`config.mk`:
```
export PLATFORM = sky130hd
export DESIGN_NAME = gcode_command_queue
export DESIGN_NICKNAME = d
export VERILOG_FILES = /design/src/rtl/gcode_command_queue.sv
export SDC_FILE = /design/constraint.sdc
export NUM_CORES = 2
export LEC_CHECK = 0
export CAP_MARGIN = 15
export CORE_MARGIN = 8
export CORE_UTILIZATION = 60
export CTS_BUF_LIST = sky130_fd_sc_hd__clkbuf_4 sky130_fd_sc_hd__clkbuf_8
export DETAILED_ROUTE_END_ITERATION = 10
export PLACE_DENSITY_LB_ADDON = 0.2
export SYNTH_ARGS = -nofsm -noshare
export SYNTH_HDL_FRONTEND = slang
export SYNTH_SLANG_ARGS = --single-unit
```
`constraint.sdc`:
```
create_clock -name clk -period 12.2 [get_ports clk]
set_clock_uncertainty 0.15 [all_clocks]
set_input_delay 2.44 -clock clk [delete_from_list [all_inputs] [get_ports clk]]
set_output_delay 2.44 -clock clk [all_outputs]
set_load 0.01 [all_outputs]
```
`src/rtl/gcode_command_queue.sv`:
```
// Circular command buffer that hands decoded G-code commands to control_unit one at a time
// over a start/finish/error handshake, with pause/resume/flush control and error status.
module gcode_command_queue #(
    parameter int unsigned DEPTH         = 16,
    parameter int unsigned ADDR_W        = 4,
    parameter bit          STOP_ON_ERROR = 1'b1
) (
    input  logic                clk,
    input  logic                reset,
    input  logic                wr_valid,
    output logic                wr_ready,
    input  logic [31:0]         wr_type,
    input  logic signed [31:0]  wr_x,
    input  logic signed [31:0]  wr_y,
    input  logic signed [31:0]  wr_z,
    input  logic signed [31:0]  wr_e0,
    input  logic signed [31:0]  wr_e1,
    input  logic                pause,
    input  logic                resume,
    input  logic                flush,
    output logic                start,
    output logic [31:0]         command_type,
    output logic signed [31:0]  command_x,
    output logic signed [31:0]  command_y,
    output logic signed [31:0]  command_z,
    output logic signed [31:0]  command_e0,
    output logic signed [31:0]  command_e1,
    input  logic                finish,
    input  logic                error,
    output logic [ADDR_W:0]     count,
    output logic                busy,
    output logic                halted,
    output logic [15:0]         err_count,
    output logic [31:0]         last_err_type
);

    localparam int unsigned CNT_W = ADDR_W + 1;

    typedef struct packed {
        logic [31:0] ctype;
        logic [31:0] x;
        logic [31:0] y;
        logic [31:0] z;
        logic [31:0] e0;
        logic [31:0] e1;
    } entry_t;

    typedef enum logic [1:0] {
        IDLE    = 2'd0,
        ISSUE   = 2'd1,
        RELEASE = 2'd2,
        HALT    = 2'd3
    } state_t;

    state_t              state;
    state_t              state_nxt;
    entry_t              mem [DEPTH];
    entry_t              head;
    entry_t              entry_in;
    logic [ADDR_W-1:0]   wr_ptr;
    logic [ADDR_W-1:0]   rd_ptr;
    logic                wr_en;
    logic                load;
    logic                done;
    logic                pop;
    logic                in_flight;
    logic                err_seen;

    assign wr_ready  = (count < CNT_W'(DEPTH)) && !flush;
    assign wr_en     = wr_valid && wr_ready;
    assign head      = mem[rd_ptr];
    assign entry_in  = {wr_type, wr_x, wr_y, wr_z, wr_e0, wr_e1};
    assign in_flight = (state == ISSUE) || (state == RELEASE);

    // Next-state and handshake strobes
    always_comb begin
        state_nxt = state;
        load      = 1'b0;
        done      = 1'b0;
        pop       = 1'b0;
        case (state)
            IDLE: begin
                if ((count != '0) && !pause && !flush) begin
                    load      = 1'b1;
                    state_nxt = ISSUE;
                end
            end
            ISSUE: begin
                if (finish) begin
                    done      = 1'b1;
                    state_nxt = RELEASE;
                end
            end
            RELEASE: begin
                // control_unit may hold finish through its own wait period
                if (!finish) begin
                    pop       = 1'b1;
                    state_nxt = (err_seen && STOP_ON_ERROR) ? HALT : IDLE;
                end
            end
            HALT: begin
                if (resume || flush) begin
                    state_nxt = IDLE;
                end
            end
            default: state_nxt = IDLE;
        endcase
    end

    always_ff @(posedge clk or posedge reset) begin
        if (reset) begin
            state <= IDLE;
        end else begin
            state <= state_nxt;
        end
    end

    always_ff @(posedge clk) begin
        if (wr_en) begin
            mem[wr_ptr] <= entry_in;
        end
    end

    // Pointers and fill level; a flush in flight keeps only the head entry
    always_ff @(posedge clk or posedge reset) begin
        if (reset) begin
            wr_ptr <= '0;
            rd_ptr <= '0;
            count  <= '0;
        end else if (flush) begin
            if (in_flight) begin
                wr_ptr <= rd_ptr + ADDR_W'(1);
                if (pop) begin
                    rd_ptr <= rd_ptr + ADDR_W'(1);
                    count  <= '0;
                end else begin
                    count  <= CNT_W'(1);
                end
            end else begin
                rd_ptr <= wr_ptr;
                count  <= '0;
            end
        end else begin
            if (wr_en) begin
                wr_ptr <= wr_ptr + ADDR_W'(1);
            end
            if (pop) begin
                rd_ptr <= rd_ptr + ADDR_W'(1);
            end
            case ({wr_en, pop})
                2'b10:   count <= count + CNT_W'(1);
                2'b01:   count <= count - CNT_W'(1);
                default: count <= count;
            endcase
        end
    end

    // Registered handshake, command and status outputs
    always_ff @(posedge clk or posedge reset) begin
        if (reset) begin
            start         <= 1'b0;
            busy          <= 1'b0;
            halted        <= 1'b0;
            err_seen      <= 1'b0;
            err_count     <= '0;
            last_err_type <= '0;
            command_type  <= '0;
            command_x     <= '0;
            command_y     <= '0;
            command_z     <= '0;
            command_e0    <= '0;
            command_e1    <= '0;
        end else begin
            start  <= (state_nxt == ISSUE);
            busy   <= (state_nxt != IDLE);
            halted <= (state_nxt == HALT);
            if (load) begin
                command_type <= head.ctype;
                command_x    <= head.x;
                command_y    <= head.y;
                command_z    <= head.z;
                command_e0   <= head.e0;
                command_e1   <= head.e1;
            end
            if (done) begin
                err_seen <= error;
                if (error) begin
                    last_err_type <= command_type;
                    if (err_count != 16'hFFFF) begin
                        err_count <= err_count + 16'd1;
                    end
                end
            end
        end
    end

endmodule

```
==> metrics.md <==
| Metric | Value |
|---|---|
| Post_cts resized | `0` |
| Row cnt | `168` |
| Multi-input logic area | `26200 um^2` |
| FMAX | `0.153 GHz` |
| Storage element area | `98700 um^2` |
| # setup viols final | `0` |
| Worst setup SP type | `input pin` |
| Antenna violations before repair | `48` |
| CP endpoint kind | `output pin` |
| Routed wl met2 | `143 mm` |
| Clock Tree Buf Depth | `4` |
| Main flop type after synthesis | `edfxtp_1` |
| Unique masters post-synth | `57` |
| Grt total ovfl | `0` |
| Routed wire length | `286 mm` |
| Post-route design area | `145000 um^2` |
| Max VDD drop | `0.189 mV` |
| Area Growth Syn to Fin | `14.3%` |
| Reg clk slew, reported paths | `0.06 ns` |
| Syn nets | `5784` |
| Setup TNS | `0 ns` |
| Top routing layer used | `met5` |
| Dpl cells | `8606` |
| Total CTS buffers | `541` |
| Clock Tree Root | `clkbuf_8` |
| H-tree Lvls | `6` |
| Slew HR | `3.20%` |
| IO buf count | `448` |
| Filler cells | `12800` |
| Largest net degree at the start of global routing | `179` |
| Min Tclk post-route | `6.53 ns` |
| Placed instance area | `134000 um^2` |
| Fin util | `69.0%` |
| HP Class | `flip-flop to flip-flop` |
| CTS tree | `built` |
| Fin cells | `9595` |
| Die ar. | `226000 um^2` |
| Endpoints failing hold | `0` |
| Via density | `6.30` |
| Vias | `60400` |
| Share of cells above drive strength 1 | `27.0%` |
| I/O Pins | `449` |
| Core Region | `210000 um^2` |
| Final period util | `53.5%` |
| Mapped cell area | `127000 um^2` |
| Final routed DRC violation total | `0` |
| PnR Total Power | `31600 uW` |
| Syn avg cell area | `22.7 um^2` |
| RSZ-0062 raised after global routing | `no` |
| Remaining antenna violation count | `0` |
| TritonCTS Sinks | `3331` |
| Status | `completed` |
| Post-synthesis register bit count | `3331` |
| Die height | `475 um` |
| WP data required | `9.61 ns` |
| Async set-reset flop share out of synthesis | `7.78%` |
| Vias in the first global route | `64000` |
| Leak pwr | `0.0477 uW` |
| Number of synthesized flops with an enable pin | `3072` |
| CP Class | `input pin to output pin` |
| Routability cong. | `0.765` |
| CP max FO | `15` |
| Synth warnings | `0` |
| GRT Overall Usage | `25.2%` |
| Detail Route met3 WL | `21.6 mm` |
| Effective utilization at floorplan | `60.4%` |
| DP HPWL | `152 mm` |
| Post-CTS Setup Bufs | `0` |
| Final Net Count | `6557` |
| Width of the die | `475 um` |
| Power Dens Cells | `218 nW/um^2` |
| Worst-Skew Late Latency | `1.06 ns` |
| Cts hold-fix bufs | `0` |
| Drt pass-1 iters | `5` |
| Least-Margin Pin Slew | `1.45 ns` |
| Slew Limit Fails | `0` |
| WP data arrival | `3.94 ns` |
| Max-cap viol count | `0` |
| Routed WL per cell | `29.8 um` |
| Syn Inst Count | `5571` |
| M1 wire length | `113 mm` |
| Global-route wire length before repair | `423 mm` |
| Initial drt markers | `5682` |
| Sequential share of the synthesized area | `78.0%` |
## logic make-up after synthesis
family          share of synthesized area [%]
compound gates                           1.80
xor+xnor                                0.138
fa+ha+maj                               0.128
buf+inv                                  1.41
flops                                    78.0
mux                                      16.8
simple gates                             1.73
## registers in the layout (all words and copies together), names as in the netlist, 2 cells and up
signal	cells
wr_ptr	4
count	5
command_type	32
command_y	32
rd_ptr	4
command_x	32
command_e1	32
last_err_type	32
command_z	32
command_e0	32
state	2
mem	3072
err_count	16
## power breakdown
| part | internal, uW | switching [uW] | leakage, uW |
|---|---|---|---|
| Combinational | 3960 | 4100 | 0.0111 |
| Clock | 5280 | 4210 | 0.00566 |
| Sequential | 13400 | 649 | 0.0309 |
## cell usage after synthesis (2+ instances only)
cell      number  area [um^2]
nor2_1        11         41.3
nand2b_1       4         25.0
and2_1        14         87.6
nor2b_1       36          225
o21ai_0       21          105
o211ai_1     146         1100
clkbuf_4       5         37.5
mux2i_1      338         3380
buf_4         71          533
buf_2        143          716
nor3_1         7         35.0
a221oi_1       2         17.5
nand2_1      162          608
a211oi_1       3         22.5
nor4_1         6         37.5
or3_1        146          913
xnor2_1       10         87.6
inv_1          9         33.8
a31oi_1        2         12.5
nand3_1        7         35.0
a21oi_1       40          200
edfxtp_1    3072        92200
a22oi_1       16          120
o22ai_1        2         12.5
dfrtp_1      259         6480
mux4_2       768        17300
xor2_1        10         87.6
and3_1         5         31.3
a211o_1       32          280
o21ai_1        4         20.0
clkbuf_1      74          278
buf_6         15          169
ha_1          13          163
a22o_1        32          280
mux2_2        54          608
nand4_1        8         50.1
nor3b_1        4         30.0
## per-stage QoR
step	setup slack (ns)	hold slack, ns
final	5.67	0.342
after global routing	5.62	0.374
after CTS	5.68	0.349
after detailed placement	5.09	0.335
after global placement	5.20	0.332
after floorplan	2.48	0.313
## final timing paths
| kind | slack [ns] | depth (start not counted) | startpoint | endpoint |
|---|---|---|---|---|
| worst max register to register | 7.57 | 7 | rd_ptr[1]$_DFF_PP0_ | command_type[4]$_DFFE_PP0P_ |
| min in group asynchronous | 1.75 | 2 | reset | command_e1[10]$_DFFE_PP0P_ |
| max in group asynchronous | 8.35 | 4 | reset | command_x[4]$_DFFE_PP0P_ |
| worst max-delay path | 5.67 | 3 | flush | wr_ready |
| worst min register to register | 0.34 | 2 | command_y[11]$_DFFE_PP0P_ | command_y[11]$_DFFE_PP0P_ |
| worst min-delay path | 0.34 | 2 | command_y[11]$_DFFE_PP0P_ | command_y[11]$_DFFE_PP0P_ |
## layout by cell type, fill, tap and decap left out, drive strengths merged, types with 7 or more instances in the layout
master         netlist  routed
diode                0      39
a21oi               40      40
clkdlybuf4s50        0     448
nor2b               36      36
nand3                7       7
mux2                54      54
nor4                 7       7
nand2              162     162
nor2                11      11
clkinvlp             0      14
inv                  9      18
buf                231      92
a22oi               16      16
o211ai             146     146
clkinv               0      92
dfrtp              259     259
clkbuf              79     831
a211o               32      32
mux2i              338     338
nor3                 7       7
xor2                10      10
or3                146     146
edfxtp            3072    3072
mux4               768     768
o21ai               25      25
and2                14      14
xnor2               10      10
nand4                8       8
ha                  13      13
a22o                32      32
## per-layer routing
metal | vias to the layer above | track usage, %
li1 | 25100 | -
met1 | 32400 | 34.5
met2 | 2410 | 41.7
met3 | 474 | 5.47
met4 | 22 | 7.79
met5 | - | 0
## critical path, stage by stage
cell             delay [ns]
clkdlybuf4s50_1        0.68
nor2_1                 0.25
clkdlybuf4s50_1        0.57
## final cells by class
type	count	share of cell area [%]
multi-input combinational	1921	18.1
sequential	3331	68.2
antenna	39	0.0675
inverter	9	0.0285
tap	2805	2.43
timing repair buffer	540	3.78
clock inverter	119	0.475
clock buffer	831	6.89
Note: power is estimated with default switching activity, not from simulation.
